### src/rtl/mem_port_arbiter_pkg.sv
// -----------------------------------------------------------------------------
// mem_port_arbiter_pkg
// Shared types and constants for the unified-memory port arbiter that sits
// between the instruction-fetch (IF) and load/store (LSU) ports of the core.
//   arb_state_t     : arbiter FSM state (idle / address phase / response wait)
//   arb_owner_t     : which requester owns the in-flight transaction
//   MEM_ARB_BE_FULL : byte-enable pattern presented for instruction fetches
// -----------------------------------------------------------------------------
package mem_port_arbiter_pkg;

    typedef enum logic [1:0] {
        ARB_IDLE = 2'd0,
        ARB_ADDR = 2'd1,
        ARB_RESP = 2'd2
    } arb_state_t;

    typedef enum logic {
        OWNER_IF  = 1'b0,
        OWNER_LSU = 1'b1
    } arb_owner_t;

    localparam logic [3:0] MEM_ARB_BE_FULL = 4'hF;

endpackage

### src/rtl/mem_port_arbiter_watchdog.sv
// -----------------------------------------------------------------------------
// mem_arb_watchdog
// Busy-cycle counter with a sticky error flag. Only compiled when the
// MEM_ARB_TIMEOUT_EN macro is defined; the arbiter instantiates it under the
// same macro.
// Ports:
//   clk     : core clock
//   reset   : asynchronous, active-low reset
//   busy    : arbiter is in its address or response phase
//   expire  : combinational, high in the TIMEOUT_CYCLES-th consecutive busy cycle
//   err     : sticky, set the cycle after expire, cleared only by reset
// -----------------------------------------------------------------------------
`ifdef MEM_ARB_TIMEOUT_EN
module mem_arb_watchdog #(
    parameter int TIMEOUT_CYCLES = 64
) (
    input  logic clk,
    input  logic reset,
    input  logic busy,
    output logic expire,
    output logic err
);

    localparam int              CNT_W    = $clog2(TIMEOUT_CYCLES + 1);
    localparam logic [CNT_W-1:0] CNT_LAST = CNT_W'(TIMEOUT_CYCLES - 1);

    logic [CNT_W-1:0] cnt;

    // cnt holds the number of busy cycles already elapsed, so the
    // TIMEOUT_CYCLES-th busy cycle sees cnt == TIMEOUT_CYCLES-1.
    assign expire = busy && (cnt == CNT_LAST);

    always_ff @(posedge clk or negedge reset) begin
        if (!reset) begin
            cnt <= '0;
            err <= 1'b0;
        end else begin
            cnt <= (busy && !expire) ? cnt + 1'b1 : '0;
            if (expire) begin
                err <= 1'b1;
            end
        end
    end

endmodule
`endif

### src/rtl/mem_port_arbiter.sv
// -----------------------------------------------------------------------------
// mem_port_arbiter
// Shares the single-ported unified memory between the IF and LSU ports.
// One transaction in flight at a time; LSU has priority, but after
// STARVE_LIMIT consecutive LSU grants with IF waiting, IF wins the next
// arbitration. Optional watchdog (macro MEM_ARB_TIMEOUT_EN) aborts a
// transaction that stays busy for TIMEOUT_CYCLES cycles.
// Ports:
//   clk, reset                 : clock, asynchronous active-low reset
//   IF_req_ip / IF_addr_ip     : fetch request and address
//   LSU_req_ip / LSU_addr_ip / LSU_we_ip / LSU_be_ip / LSU_wdata_ip
//                              : load/store request, address, write enable,
//                                byte enables and store data
//   mem_req_op / mem_addr_op / mem_we_op / mem_be_op / mem_wdata_op
//                              : memory address phase, muxed from the owner
//   mem_gnt_ip / mem_rvalid_ip / mem_rdata_ip
//                              : memory grant, completion and read data
//   rdata_op                   : read data broadcast to both requesters
//   IF_rvalid_op / LSU_rvalid_op : one-cycle completion pulse to the owner
//   IF_stall_op / LSU_stall_op : hold the requesting stage until completion
//   timeout_err_op             : sticky watchdog error (0 without the macro)
// -----------------------------------------------------------------------------
module mem_port_arbiter
    import mem_port_arbiter_pkg::*;
#(
    parameter int STARVE_LIMIT   = 4,
    parameter int TIMEOUT_CYCLES = 64
) (
    input  logic        clk,
    input  logic        reset,
    input  logic        IF_req_ip,
    input  logic [31:0] IF_addr_ip,
    input  logic        LSU_req_ip,
    input  logic [31:0] LSU_addr_ip,
    input  logic        LSU_we_ip,
    input  logic [3:0]  LSU_be_ip,
    input  logic [31:0] LSU_wdata_ip,
    output logic        mem_req_op,
    output logic [31:0] mem_addr_op,
    output logic        mem_we_op,
    output logic [3:0]  mem_be_op,
    output logic [31:0] mem_wdata_op,
    input  logic        mem_gnt_ip,
    input  logic        mem_rvalid_ip,
    input  logic [31:0] mem_rdata_ip,
    output logic [31:0] rdata_op,
    output logic        IF_rvalid_op,
    output logic        LSU_rvalid_op,
    output logic        IF_stall_op,
    output logic        LSU_stall_op,
    output logic        timeout_err_op
);

    if (STARVE_LIMIT < 1 || STARVE_LIMIT > 15 || TIMEOUT_CYCLES < 2) begin : g_param_check
        $error("mem_port_arbiter: STARVE_LIMIT must be 1..15 and TIMEOUT_CYCLES >= 2");
    end

    localparam logic [3:0] STARVE_MAX = 4'(STARVE_LIMIT);

    arb_state_t state;
    arb_owner_t owner;
    logic [3:0] starve_cnt;
    logic       if_wins;
    logic       abort;
    logic       rsp_pulse;

    // IF wins when it is alone, or when LSU has starved it long enough.
    assign if_wins = IF_req_ip && (!LSU_req_ip || (starve_cnt == STARVE_MAX));

`ifdef MEM_ARB_TIMEOUT_EN
    logic busy;
    assign busy = (state != ARB_IDLE);

    mem_arb_watchdog #(
        .TIMEOUT_CYCLES(TIMEOUT_CYCLES)
    ) u_watchdog (
        .clk    (clk),
        .reset  (reset),
        .busy   (busy),
        .expire (abort),
        .err    (timeout_err_op)
    );
`else
    assign abort          = 1'b0;
    assign timeout_err_op = 1'b0;
`endif

    always_ff @(posedge clk or negedge reset) begin
        if (!reset) begin
            state      <= ARB_IDLE;
            owner      <= OWNER_IF;
            starve_cnt <= '0;
        end else if (abort) begin
            state <= ARB_IDLE;
        end else begin
            case (state)
                ARB_IDLE: begin
                    if (IF_req_ip || LSU_req_ip) begin
                        state <= ARB_ADDR;
                        if (if_wins) begin
                            owner      <= OWNER_IF;
                            starve_cnt <= '0;
                        end else begin
                            owner <= OWNER_LSU;
                            if (!IF_req_ip) begin
                                starve_cnt <= '0;
                            end else if (starve_cnt < STARVE_MAX) begin
                                starve_cnt <= starve_cnt + 4'd1;
                            end
                        end
                    end
                end
                // A same-cycle rvalid alongside the grant is deliberately ignored.
                ARB_ADDR: if (mem_gnt_ip)    state <= ARB_RESP;
                ARB_RESP: if (mem_rvalid_ip) state <= ARB_IDLE;
                default:                     state <= ARB_IDLE;
            endcase
        end
    end

    // Address and store data are forced to 0 while reset is held so that
    // nothing leaks onto the memory bus from requesters that keep driving.
    assign mem_req_op   = (state == ARB_ADDR);
    assign mem_addr_op  = !reset ? '0 : ((owner == OWNER_LSU) ? LSU_addr_ip : IF_addr_ip);
    assign mem_we_op    = (owner == OWNER_LSU) && LSU_we_ip;
    assign mem_be_op    = (owner == OWNER_LSU) ? LSU_be_ip : MEM_ARB_BE_FULL;
    assign mem_wdata_op = !reset ? '0 : LSU_wdata_ip;

    // A watchdog abort completes the transaction with zero data.
    assign rdata_op      = abort ? '0 : mem_rdata_ip;
    assign rsp_pulse     = ((state == ARB_RESP) && mem_rvalid_ip) || abort;
    assign IF_rvalid_op  = rsp_pulse && (owner == OWNER_IF);
    assign LSU_rvalid_op = rsp_pulse && (owner == OWNER_LSU);

    // Stalls release combinationally in the response cycle.
    assign IF_stall_op  = reset && IF_req_ip  && !IF_rvalid_op;
    assign LSU_stall_op = reset && LSU_req_ip && !LSU_rvalid_op;

endmodule

### config.mk
export PLATFORM = sky130hd
export DESIGN_NAME = mem_port_arbiter
export DESIGN_NICKNAME = d
export VERILOG_FILES = /design/src/rtl/mem_port_arbiter_pkg.sv /design/src/rtl/mem_port_arbiter_watchdog.sv /design/src/rtl/mem_port_arbiter.sv
export SDC_FILE = /design/constraint.sdc
export NUM_CORES = 1
export LEC_CHECK = 0
export ABC_AREA = 1
export CORE_AREA = 2 2 96 98
export DETAILED_ROUTE_END_ITERATION = 16
export DIE_AREA = 0 0 98 100
export PLACE_DENSITY = 0.72
export SLEW_MARGIN = 20
export SYNTH_ARGS = -nofsm -noshare
export SYNTH_HDL_FRONTEND = slang
export SYNTH_SLANG_ARGS = --single-unit
### constraint.sdc
create_clock -name clk -period 1.5 [get_ports clk]
set_input_delay 0.225 -clock clk [delete_from_list [all_inputs] [get_ports clk]]
set_output_delay 0.225 -clock clk [all_outputs]
set_load 0.03 [all_outputs]
==> results.toml, run 1 <==
[status]
status = "complete, but fails checks"
violations = "setup timing"

[yosys]
synthCells = 269
syn-cell-area_um2 = 1414
synth_cell_types = 21
synth_area_leaders = "buf_4, nor2_1, dfrtp_1, o21ai_0, nand2_1"
synth_fp_nets = 410
synth.top_cell.area_share_pct = 19.12
syn_area_per_cell_um2 = 5.256
ys_seq_area_share_pct = 12.39
ys_warn_count = 0
synth_top_area_cell = "buf_4"
ys_ff_latch = 7

[finish]
nets = 557
layout_commonest_cell = "clkdlybuf4s50_1"
seq_area_um2 = 176.4
drive_above_1_share_pct = 24.34
antennaDiodeCount = 0
multi_input_area_um2 = 780.7
area_growth_pct = 117.6
fill_cells = 910
mostFrequentLayoutCells = "clkdlybuf4s50_1, buf_4, nor2_1"
final_util_pct = 34.61

[critical_path]
path_class = "flip-flop to output pin"
worstPathMaxFanout = 36
start_kind = "flip-flop"
cp.arrival_ns = 1.29
cp.required_ns = 1.27
crit_chain = "buf_12 -> nor3b_4 -> nor2_1 -> buf_4"
cp_top_family = "flip-flops"
cp_num_buf_inv = 2
cpPeakStageDelay_ns = 0.43
cp_slowest_cell = "dfrtp_2"
endpoint_kind = "output pin"

[worst_hold_path]
timing.hold.worst.class = "primary input to output pin"

[clocking]
path_clk_slew_ns = 0.04
cts_sinks = 7
clockBufferDepth = 2
h-tree-depth = 1
cts_tree = "built"
clock_latency_ns = 0.23
numCtsBuffers = 3
clockRootBuffer = "clkbuf_8"

[floorplan]
fp.dieW_um = 98
dieArea_um2 = 9800
num_io_pins = 246
initial_utilization_pct = 15.90
row_count = 35
die_y_um = 100
core_area_um2 = 8890

[sta]
rsz0062_at_grt = "yes"
holdWs_ns = 0.4500
skew_ns = 0.005260
min_period_ns = 1.511
finalSetupViolations = 2
setup_ws_ns = -0.01081
hold_viol_final = 0
fmax_ghz = 0.6619
period_share_pct = 100.7
fin_setup_tns_ns = -0.01706
slew_viol_final = 0

[flow_run]
drv_cap = 0

[pwr]
leakage_nw = 1.625
powerDensity_nw_per_um2 = 987.0
ir_worst_vdd_uv = 639.3

[global_route]
antenna_found_initial = 0
grtUsageTotal_pct = 10.57
first_global_vias = 1905
grt_first_pass_wirelength_um = 8907
grt-ovfl-total = 0
grt_max_degree = 41

[routing]
drc = 0
via_count = 2061
drtAntennaViolNets = 0
firstDrtPassIters = 4
wirelength_um = 5934
via_per_inst = 3.918
wl_per_cell_um = 11.28
drt-initial-drc-count = 47

[placement]
gp_congestion = 0.7392
portBuffers = 180
hpwl_um = 4616
dp_slack_ns = -0.2236
-- power breakdown --
group	leakage (nW)	switching, mW	internal (mW)
clock	0.0228	0.0894	0.185
combinational	1.51	1.40	1.05
sequential	0.0893	0.0588	0.248
total	1.63	1.55	1.48
-- synthesized netlist by cell type --
cell	instances
o22ai_1	1
buf_4	36
buf_2	7
ha_1	2
dfrtp_1	7
nor2_1	70
o21ai_0	34
xnor2_1	1
a21oi_1	1
nand3_1	7
nor2_4	1
inv_1	43
clkbuf_1	2
clkbuf_2	2
nand2_1	45
inv_2	1
nand4_1	2
conb_1	1
or2_2	4
nor3b_1	1
or2_4	1
-- state kept, by name, summed over array words and instances, names as in the netlist --
name and flops:
starve_cnt 4, state 2, owner 1
-- routing by layer --
| layer | global-route usage (%) | up-vias | wire (um) |
|---|---|---|---|
| met4 | 2.350 | 0 | 42 |
| met5 | 0 | - | 0 |
| li1 | - | 1059 | - |
| met1 | 12.31 | 900 | 2262 |
| met3 | 2.925 | 8 | 519 |
| met2 | 19.34 | 94 | 3109 |
-- stage by stage --
stage	cells	total power, mW	instance area, um^2
2_1_floorplan	269	1.799	1419
3_3_place_gp	518	2.526	2932
3_5_place_dp	518	2.557	2932
4_1_cts	524	2.897	3024
5_1_grt	526	3.263	3077
6_report	526	3.037	3077
-- worst paths after layout --
kind	startpoint	end	slack (ns)	depth (start not counted)
worst max-delay path	owner	IF_stall_op	-0.01	4
worst min-delay path	mem_rdata_ip[10]	rdata_op[10]	0.45	0
worst max register to register	starve_cnt[0]	starve_cnt[1]	0.17	7
worst min register to register	starve_cnt[1]	starve_cnt[1]	0.52	2
max in group asynchronous	reset	owner	0.66	3
min in group asynchronous	reset	starve_cnt[3]	0.63	3
-- cells by family (layout without fill, tap and decap cells) --
family                   after synthesis  after routing  share of synthesized area [%]
other                                  1              1                         0.2652
adder cells (fa/ha/maj)                2              2                          1.770
AND/OR/NAND/NOR                      131            131                          37.61
flip-flops                             7              7                          12.39
AO/OA/AOI/OAI                         36             36                          12.83
buffers and inverters                 91            237                          34.51
XOR/XNOR                               1              1                         0.6196
-- what timing repair did --
item | 4_1_cts | 5_1_grt
setup buffers | 0 | 0
endpoints found under the hold margin | 7 | 0
resized for setup | 18 | 32
gates cloned | 0 | 2
hold buffers | 2 | 0
setup endpoints to repair | 40 | 40
-- layout make-up --
cell class | instances | share of cell area, %
clock buffers | 4 | 1.464
flip-flops and latches | 7 | 5.734
inverters | 44 | 5.531
repair buffers | 189 | 57.38
well taps | 111 | 4.514
multi-input cells | 171 | 25.38
Note: power is estimated with default switching activity, not from simulation.
==> run 2, diff against run 1 <==
==> constraint.sdc (replaced) <==
create_clock -name clk -period 1.6 [get_ports clk]
set_input_delay 0.24 -clock clk [delete_from_list [all_inputs] [get_ports clk]]
set_output_delay 0.24 -clock clk [all_outputs]
set_load 0.03 [all_outputs]
==> results.toml, run 2 (synthesis results as in run 1) <==
[pwr]
powerDensity_nw_per_um2 = 896.9
ir_worst_vdd_uv = 567.1
leakage_nw = 1.591

[finish]
mostFrequentLayoutCells = "clkdlybuf4s50_1, buf_4, nor2_1"
reg.largest.list = "starve_cnt (4), state (2), owner (1)"
final_util_pct = 33.53
antennaDiodeCount = 0
area_growth_pct = 110.8
layout_commonest_cell = "clkdlybuf4s50_1"
drive_above_1_share_pct = 22.33
fin_cells = 523
regMostFlops = "starve_cnt"
nets = 554
largest_register_ffs = 4

[clocking]
clockBufferDepth = 2
cts_tree = "built"
numCtsBuffers = 3
path_clk_slew_ns = 0.04
clock_latency_ns = 0.23
hold_buffers = 0
post_cts_buffers = 0
clockRootBuffer = "clkbuf_8"
cts_sinks = 7
h-tree-depth = 1

[critical_path]
worstPathMaxFanout = 24
cp.arrival_ns = 1.30
cp.required_ns = 1.36
endpoint_kind = "output pin"
path_class = "flip-flop to output pin"
start_kind = "flip-flop"

[worst_hold_path]
timing.hold.worst.class = "primary input to async pin"

[floorplan]
fp.dieW_um = 98
die_y_um = 100
core_area_um2 = 8890
num_io_pins = 246
row_count = 35
initial_utilization_pct = 15.90
dieArea_um2 = 9800

[global_route]
grt-ovfl-total = 0
grt_max_degree = 69
grt_first_pass_wirelength_um = 8714
first_global_vias = 1881
antenna_found_initial = 0
grtUsageTotal_pct = 10.43

[sta]
hold_viol_final = 0
finalSetupViolations = 0
min_period_ns = 1.538
fmax_ghz = 0.6500
slew_viol_final = 0
holdWs_ns = 0.1913
rsz0062_at_grt = "yes"
period_share_pct = 96.15
skew_ns = 0.0006506
setup_ws_ns = 0.06156

[flow_run]
drv_cap = 0

[placement]
dpl.cell_count = 519
gp_congestion = 0.7655
portBuffers = 180
hpwl_um = 4556
dp_slack_ns = -0.1529

[routing]
wl_per_cell_um = 10.80
drt-initial-drc-count = 25
drc = 0
via_count = 2023
via_per_inst = 3.868
firstDrtPassIters = 4
wirelength_um = 5648
drtAntennaViolNets = 0

[status]
status = "completed"
-- run 2: cell count changes in the layout (fill, tap and decap cells not counted), sizes merged --
| cell | delta |
|---|---|
| buf | -4 |
| clkbuf | +2 |
| clkinv | -1 |
| dlygate4sd2 | +1 |
| dlygate4sd3 | -2 |
| inv | +1 |
-- run 2: critical path: stages (launching register included) --
cell,delay (ns)
dfrtp_1,0.41
inv_2,0.14
buf_12,0.17
nor2_1,0.05
nor2_1,0.12
buf_4,0.17
-- run 2: area by class of cell --
type,instances,area (um^2)
Fill cell,927,5909
Inverter,44,165.2
Clock buffer,4,45.04
Multi-Input combinational cell,171,758.2
Tap cell,111,138.9
Sequential cell,7,175.2
Timing Repair Buffer,186,1698
-- run 2: metal layers --
| layer | vias to the layer above | track usage, % | wire length, um |
|---|---|---|---|
| li1 | 1051 | - | - |
| met1 | 874 | 11.42 | 2139 |
| met2 | 87 | 19.49 | 2951 |
| met3 | 11 | 2.855 | 478 |
| met4 | 0 | 3.312 | 78 |
| met5 | - | 0 | 0 |
-- run 2: what timing repair did --
item,4_1_cts,5_1_grt
pin swaps,0,13
endpoints found under the setup margin,27,33
hold endpoints to repair,0,0
gates resized for setup,9,11
-- run 2: worst paths after layout --
path	startpoint	slack (ns)	cells past startpoint	end
worst max-delay path	owner	0.06	5	mem_addr_op[11]
worst min-delay path	reset	0.19	3	starve_cnt[2]
worst max register to register	starve_cnt[0]	0.31	7	starve_cnt[0]
worst min register to register	starve_cnt[1]	0.52	2	starve_cnt[1]
max in group asynchronous	reset	1.30	3	starve_cnt[3]
min in group clk	mem_rdata_ip[10]	0.48	0	rdata_op[10]
-- run 2: through the flow --
stage / power (mW) / setup TNS, ns / instance area [um^2]
2_1_floorplan: 1.686 / 0 / 1419
5_1_grt: 2.871 / -0.1880 / 2980
6_report: 2.673 / 0 / 2980
3_3_place_gp: 2.372 / -0.5995 / 2929
4_1_cts: 2.668 / 0 / 2982
3_5_place_dp: 2.400 / -0.5890 / 2929
-- run 2: power breakdown --
group	switching, mW	total [mW]	leakage (nW)	internal (mW)
registers	0.0504	0.281	0.0900	0.231
logic	1.26	2.14	1.48	0.882
clock network	0.0818	0.255	0.0228	0.173
total	1.39	2.67	1.59	1.29
